### src/rtl/vec_image_load_sequencer.sv
// Image-memory load sequencer: walks a pixel region in LANES-pixel steps, feeds vectors to the VRF write port.
// Latency: start to first vec_valid is 2 cycles; then 1 vector/cycle while vec_ready stays high.
// Backpressure: vec_ready low holds vec_data/vec_index/mem_addr; optional stall counter under VEC_LOAD_STALL_CNT_EN.
module vec_image_load_sequencer #(
    parameter int IMAGE_WIDTH  = 96,
    parameter int IMAGE_HEIGHT = 96,
    parameter int PIX_SIZE     = 8,
    parameter int LANES        = 8
) (
    input  logic              CLK,
    input  logic              reset,
    input  logic              start,
    input  logic [15:0]       base_addr,
    input  logic [11:0]       num_vec,
    output logic [15:0]       mem_addr,
    input  logic [15:0][15:0] mem_rd,
    output logic [15:0][15:0] vec_data,
    output logic              vec_valid,
    input  logic              vec_ready,
    output logic [11:0]       vec_index,
    output logic              busy,
    output logic              done,
    output logic              err
`ifdef VEC_LOAD_STALL_CNT_EN
    ,
    output logic [15:0]       stall_cycles
`endif
);

    localparam logic [16:0] PIX_TOTAL = 17'(IMAGE_WIDTH * IMAGE_HEIGHT);

    typedef enum logic [1:0] {IDLE, FETCH, HOLD, DONE} state_t;

    state_t      state, state_nxt;
    logic [15:0] cur_addr;
    logic [11:0] remaining;
    logic [16:0] end_addr;
    logic        start_ok;
    logic        start_bad;
    logic        load;
    logic        capture;
    logic        finish;
    logic        handshake;
    logic        unused_lanes;

    // Upper lanes and the zero-extension bits of each lane carry nothing we use.
    assign unused_lanes = ^mem_rd;

    assign end_addr  = {1'b0, base_addr} + 17'(num_vec) * 17'(LANES);
    assign handshake = vec_valid && vec_ready;
    assign mem_addr  = cur_addr;
    assign busy      = (state != IDLE);
    assign done      = (state == DONE);

    always_ff @(posedge CLK) begin
        if (reset) begin
            state <= IDLE;
        end else begin
            state <= state_nxt;
        end
    end

    always_comb begin
        state_nxt = state;
        start_ok  = 1'b0;
        start_bad = 1'b0;
        load      = 1'b0;
        capture   = 1'b0;
        finish    = 1'b0;
        case (state)
            IDLE: begin
                if (start) begin
                    if (end_addr > PIX_TOTAL) begin
                        start_bad = 1'b1;
                    end else if (num_vec == 12'd0) begin
                        start_ok  = 1'b1;
                        state_nxt = DONE;
                    end else begin
                        start_ok  = 1'b1;
                        load      = 1'b1;
                        state_nxt = FETCH;
                    end
                end
            end
            FETCH: begin
                capture   = 1'b1;
                state_nxt = HOLD;
            end
            HOLD: begin
                if (handshake) begin
                    if (remaining != 12'd0) begin
                        capture = 1'b1;
                    end else begin
                        finish    = 1'b1;
                        state_nxt = DONE;
                    end
                end
            end
            DONE: begin
                state_nxt = IDLE;
            end
            default: begin
                state_nxt = IDLE;
            end
        endcase
    end

    always_ff @(posedge CLK) begin
        if (reset) begin
            cur_addr  <= '0;
            remaining <= '0;
            vec_data  <= '0;
            vec_valid <= 1'b0;
            vec_index <= '0;
            err       <= 1'b0;
        end else begin
            err <= start_bad;
            if (load) begin
                cur_addr  <= base_addr;
                remaining <= num_vec;
            end
            if (capture) begin
                // Lanes at and above LANES are never written, so they stay at their reset zero.
                for (int i = 0; i < LANES; i++) begin
                    vec_data[i] <= 16'(mem_rd[i][PIX_SIZE-1:0]);
                end
                vec_valid <= 1'b1;
                vec_index <= (state == FETCH) ? 12'd0 : vec_index + 12'd1;
                cur_addr  <= cur_addr + 16'(LANES);
                remaining <= remaining - 12'd1;
            end
            if (finish) begin
                vec_valid <= 1'b0;
            end
        end
    end

`ifdef VEC_LOAD_STALL_CNT_EN
    always_ff @(posedge CLK) begin
        if (reset) begin
            stall_cycles <= '0;
        end else if (start_ok) begin
            stall_cycles <= '0;
        end else if (vec_valid && !vec_ready && (stall_cycles != 16'hFFFF)) begin
            stall_cycles <= stall_cycles + 16'd1;
        end
    end
`endif

endmodule

### config.mk
export PLATFORM = sky130hd
export DESIGN_NAME = vec_image_load_sequencer
export DESIGN_NICKNAME = d
export VERILOG_FILES = /design/src/rtl/vec_image_load_sequencer.sv
export SDC_FILE = /design/constraint.sdc
export NUM_CORES = 1
export LEC_CHECK = 0
export BUFFER_PORTS_ARGS = -buffer_cell sky130_fd_sc_hd__buf_2
export CORE_AREA = 3 3 222 224
export DETAILED_ROUTE_END_ITERATION = 7
export DIE_AREA = 0 0 225 227
export PLACE_DENSITY_LB_ADDON = 0.05
export SLEW_MARGIN = 10
export SYNTH_ARGS = -nofsm -noshare
export SYNTH_HDL_FRONTEND = slang
export SYNTH_SLANG_ARGS = --single-unit
export TNS_END_PERCENT = 30
### constraint.sdc
create_clock -name CLK -period 3 [get_ports CLK]
set_clock_uncertainty 0.1 [all_clocks]
set_input_delay 0.6 -clock CLK [delete_from_list [all_inputs] [get_ports CLK]]
set_output_delay 0.6 -clock CLK [all_outputs]
set_load 0.01 [all_outputs]
After elaboration in Yosys (flattened, before gate mapping) --
Index checks and enable logic that the tools add are counted.
Storage, ports and cells: register bits 108, logic and storage cells 59
Cells by class: $add $sub $neg 4, magnitude comparators 1, equal/unequal tests 7, multiplexer cells 22, bitwise operators 2, reduce and logical (&&, ||, !) cells 9
Operator list (number):
- 12-bit 2-to-1 mux | 3
- 16-bit 2-to-1 mux | 2
- 16-bit by 15-bit adder with 17-bit output | 1
- 17-bit by 14-bit greater-than comparator with 1-bit output, second input constant | 1
- 16-bit by 4-bit adder with 16-bit output, second input constant | 1
- 12-bit by 1-bit adder with 12-bit output, second input constant | 1
- 12-bit zero test | 1
- 12-bit nonzero test | 1
- 12-bit by 1-bit subtractor with 12-bit output, second input constant | 1
- 1-bit 2-to-1 mux | 10
- 2-bit 2-to-1 mux | 5
- 2-bit inequality test, second input constant | 4
- 2-bit case mux with 4 select lines | 1
- 2-bit equality test, second input constant | 2
- 4-bit AND reduction | 1
- 2-bit nonzero test | 2
- 3-bit OR reduction | 1
- 2-bit by 1-bit equality test with 1-bit output, second input constant | 1
- 2-bit zero test | 1
- 1-bit NOT | 2
- 1-bit case mux with 2 select lines | 1
- 2-bit OR reduction | 1
- 1-bit logical AND | 1

Depth between registers and ports, before layout --
word-level depth 7, gate-level depth with buffers 13, depth with buffers taken out 11

Least setup slack after synthesis --
No wires, ideal clock.
path kind input-to-reg, start point input port base_addr[3], end point register cur_addr[3] (netlist: mem_addr[3]), arrival 2.923 ns, data required time 2.767 ns, setup slack -0.156 ns, cell stages on the path 13, path buffers 2, cells stage by stage ha_1 > inv_1 > fa_1 > nor2b_1 > o2111a_1 > or2_1 > xor2_1 > o31a_1 > o31a_1 > buf_2 > buf_6 > o211ai_1 > a31oi_1
Between the ends: word-level cells in the longest chain between the ends 6
RTL lines:
- from (decl) | line 13 | input logic [15:0] base_addr,
- 16-bit by 15-bit adder with 17-bit output | line 49 | assign end_addr = {1'b0, base_addr} + 17'(num_vec) * 17'(LANES);
- 17-bit by 14-bit greater-than comparator with 1-bit output | line 73 | if (end_addr > PIX_TOTAL) begin
- 1-bit 2-to-1 mux | line 73
- 1-bit 2-to-1 mux | line 72 | if (start) begin
- 1-bit 2-to-1 mux | line 70 | case (state)
- 2-bit nonzero test (no source line)
- to (signal assigned) | line 119 | cur_addr <= base_addr;
- to (signal assigned) | line 129 | cur_addr <= cur_addr + 16'(LANES);
- to (decl) | line 35 | logic [15:0] cur_addr;
Several ways; a longest one is shown, not always the timed one. The select of a mux whose other input is x is not followed. A chain may end at the register's enable or synchronous reset.

Final worst setup path --
start point input port num_vec[0], end point register cur_addr[3] (netlist: mem_addr[3])
Between the ends: word-level cells in the longest chain between the ends 6
RTL lines:
- from (decl) | line 14 | input logic [11:0] num_vec,
- 16-bit by 15-bit adder with 17-bit output / 12-bit zero test (equally long branches) | line 49, 75
- 17-bit by 14-bit greater-than comparator with 1-bit output / 1-bit 2-to-1 mux (equally long branches) | line 73, 75
- 1-bit 2-to-1 mux (*) | line 73
- 1-bit 2-to-1 mux (*) | line 72
- 1-bit 2-to-1 mux (*) | line 70
- 2-bit nonzero test (no source line) (*)
Every way passes the cells marked *; elsewhere a longest branch is shown, timed or not.

==> results.py <==
metrics = {
    "synth": {
        "synth_fa_ha_area_share_pct": 3.98,
        "ys_ff_latch": 108,
        "post-synth-top-area-cell": "dfxtp_1",
        "synthXorXnorAreaFrac_pct": 3.61,
        "synth_compound_area_share_pct": 16.4,
        "synth_edf_count": 0,
        "synth_top_family_by_area": "buffers and inverters",
        "synth_top_area_share_pct": 31.8,
        "synthTopCellsByArea": "dfxtp_1, buf_4, nand2_1",
        "syn_area_per_cell_um2": 7.89,
        "synth_simple_gate_area_share_pct": 19.1,
        "netlist-cell-type-count": 67,
        "synth_most_common_cell": "buf_4",
        "async_flop_share_pct": 0,
        "syn-cell-area_mm2": 0.00680,
        "ys_seq_area_share_pct": 31.8,
        "synth.mux.area_fraction_pct": 0.294,
        "ys_warn_count": 0,
        "synth-main-ff-cell": "dfxtp_1",
        "synth_common_cells": "buf_4, nand2_1, dfxtp_1",
        "synth_cells": 862,
    },
    "sta": {
        "fin_ws_ps": -44.0,
        "hold_viol": 0,
        "setup_tns_ps": -86.9,
        "tightest_slew_ps": 732,
        "rsz0062_at_grt": "true",
        "relSlewSlack_pct": 51.2,
        "fin_crit_sh_pct": 101,
        "period_needed_ps": 3040,
        "slew_viol_final": 0,
        "setup_viol": 2,
        "max_freq_mhz": 329,
    },
    "power_and_ir_drop": {
        "total_power_mw": 5.26,
        "powerDensity_mw_per_mm2": 579,
        "ir_worst_vdd_v": 0.000220,
        "p_leak_nw": 4.05,
    },
    "job": {
        "maxCapViolCount": 0,
    },
    "routing": {
        "ant_nets": 0,
        "firstDrtPassIters": 4,
        "drtIter0Drc": 159,
        "drc": 0,
        "drt_wl_total_um": 25800,
        "vias_per_cell": 3.55,
        "num_vias": 6174,
        "avgRoutedWirePerCell_um": 14.8,
    },
    "cts": {
        "cts_root_buf": "clkbuf_16",
        "ctsHoldBuffers": 0,
        "htreeDepth": 3,
        "numCtsBuffers": 9,
        "cts_buffer_depth": 2,
        "clock_latency_ps": 380,
        "cts.clk_slew.worst_paths_ps": 80,
        "cts_num_sinks": 108,
        "cts_tree": "built",
    },
    "global_route": {
        "grt_max_degree": 72,
        "antenna_found_initial": 0,
        "groute.usage.overall_pct": 9.54,
        "overflow": 0,
        "grt_pass1_vias": 5685,
        "grt_pass1_wl_um": 36300,
    },
    "setup_path": {
        "startpoint": "num_vec[0]",
        "end_kind": "flip-flop",
        "r2r-start": "remaining[5]$_SDFFE_PP0P_",
        "crit_arrival_ps": 3260,
        "critPathKind": "input pin to flip-flop",
        "cp_max_fo": 8,
        "cp-start-kind": "input pin",
        "cp.required_ps": 3210,
        "regToRegSetupSlack_ps": 250,
    },
    "die": {
        "rows": 80,
        "die_w_um": 225,
        "boundaryPins": 576,
        "fp.coreArea_mm2": 0.0475,
        "dieHeight_um": 227,
        "fp.dieArea_mm2": 0.0511,
        "initial_core_util_pct": 14.3,
    },
    "cells_and_area": {
        "fillers": 5439,
        "num_antenna_cells": 0,
        "syn_to_final_growth_pct": 33.6,
        "nets": 1431,
        "drive_above_1_share_pct": 31.8,
    },
    "place": {
        "place_congestion": 0.673,
        "port-buffer-count": 191,
        "place.detailed.hpwl_um": 19500,
    },
    "min_path": {
        "min-delay-start": "mem_rd[48]",
        "hold_class": "input pin to flip-flop",
    },
    "status": {
        "status": "complete, but fails checks",
        "violations": "setup timing",
    },
}
cell type report:
cell class | instances | area, µm² | share of cell area, %
Multi-Input combinational cell | 696 | 3970 | 43.7
Clock buffer | 10 | 239 | 2.63
Timing Repair Buffer | 291 | 1820 | 20.0
Inverter | 16 | 60.1 | 0.661
Tap cell | 615 | 769 | 8.47
Sequential cell | 108 | 2160 | 23.8
Clock inverter | 5 | 60.1 | 0.661
cells by family (layout without fill, tap and decap cells):
kind of cell / count (synthesis) / count (layout)
flip-flops: 108 / 108
buffers and inverters: 250 / 322
multiplexers: 2 / 2
XOR/XNOR: 28 / 28
AND/OR/NAND/NOR: 279 / 280
AO/OA/AOI/OAI: 173 / 173
other: 1 / 192
adder cells (fa/ha/maj): 21 / 21
layout by cell type, fill, tap and decap left out, types with 3 or more instances in the layout:
cell and count:
nor3_4 3, xor2_1 18, nor4_1 7, nand2_1 150, o21ai_1 7, nand4_1 8, ha_4 4, nor3_1 7
inv_1 15, buf_4 88, o31a_1 3, a211oi_2 3, buf_8 3, a21o_1 3, o311a_1 6, a211oi_1 6
buf_6 11, conb_1 192, buf_2 186, a41oi_2 3, o21ai_2 5, clkbuf_16 9, or3_1 4, buf_12 3
nand2b_1 4, nand2b_4 3, and2_1 5, nor2_1 37, dfxtp_1 108, xnor2_1 9, ha_1 16, o211ai_1 4
a21oi_1 85, nor4b_2 3, o21ai_0 12, a311oi_1 3, nand3_1 18, and3_1 10, a31oi_1 4, or4_1 3
routing by layer:
metal	part of all wire, %	track usage, %	up-vias
met5	0	0	-
met1	46	12.7	2854
met4	1.5	3.57	0
met3	6.4	2.35	13
met2	46	15.0	243
li1	-	-	3064
repair_timing:
item / in CTS / in global routing
buffers inserted: 2 / 12
resized for setup: 13 / 59
cloned: 0 / 2
pin swaps: 8 / 28
hold endpoints to repair: 0 / 0
endpoints found under the setup margin: 28 / 30
path summary, 6_finish.rpt:
kind	cells after the start	endpoint
max reg2reg	8	mem_addr[13]$_SDFFE_PP0P_
min reg2reg	2	vec_data[3]$_SDFFE_PP0P_
max	13	mem_addr[3]$_SDFFE_PP0P_
min	3	vec_data[48]$_SDFFE_PP0P_
worst max-delay path, stage by stage:
cell      delay (ps)
buf_8            100
ha_4             160
inv_2             50
fa_2             230
nor2b_4           60
o2111a_2         290
or2_4            260
xor2_1           140
o31a_1           330
o31a_1           360
buf_6            180
or3_1            340
a31oi_1          150
metrics by stage:
stage	std cells	utilization (%)	hold WS, ps	cell area (µm²)	worst slack (ps)
2_1_floorplan	1053	-	370	7560	-16.2
3_3_place_gp	1711	17.6	341	8360	-619
3_5_place_dp	1711	17.6	343	8360	-591
4_1_cts	1728	18.3	297	8720	4.56
5_1_grt	1741	19.1	317	9080	-98.4
6_report	1741	19.1	341	9080	-44.0
sequential cells by signal, summed over array words and instances (netlist names):
| register | count |
|---|---|
| remaining | 12 |
| vec_data | 64 |
| state | 2 |
| err | 1 |
| mem_addr | 16 |
| vec_index | 12 |
| vec_valid | 1 |
power breakdown:
group / switching, mW / total [mW] / internal (mW)
sequential: 0.135 / 1.75 / 1.61
combinational: 1.30 / 2.18 / 0.880
clock: 0.661 / 1.33 / 0.672
total: 2.10 / 5.26 / 3.16
Power figures use the tool's default switching activity.
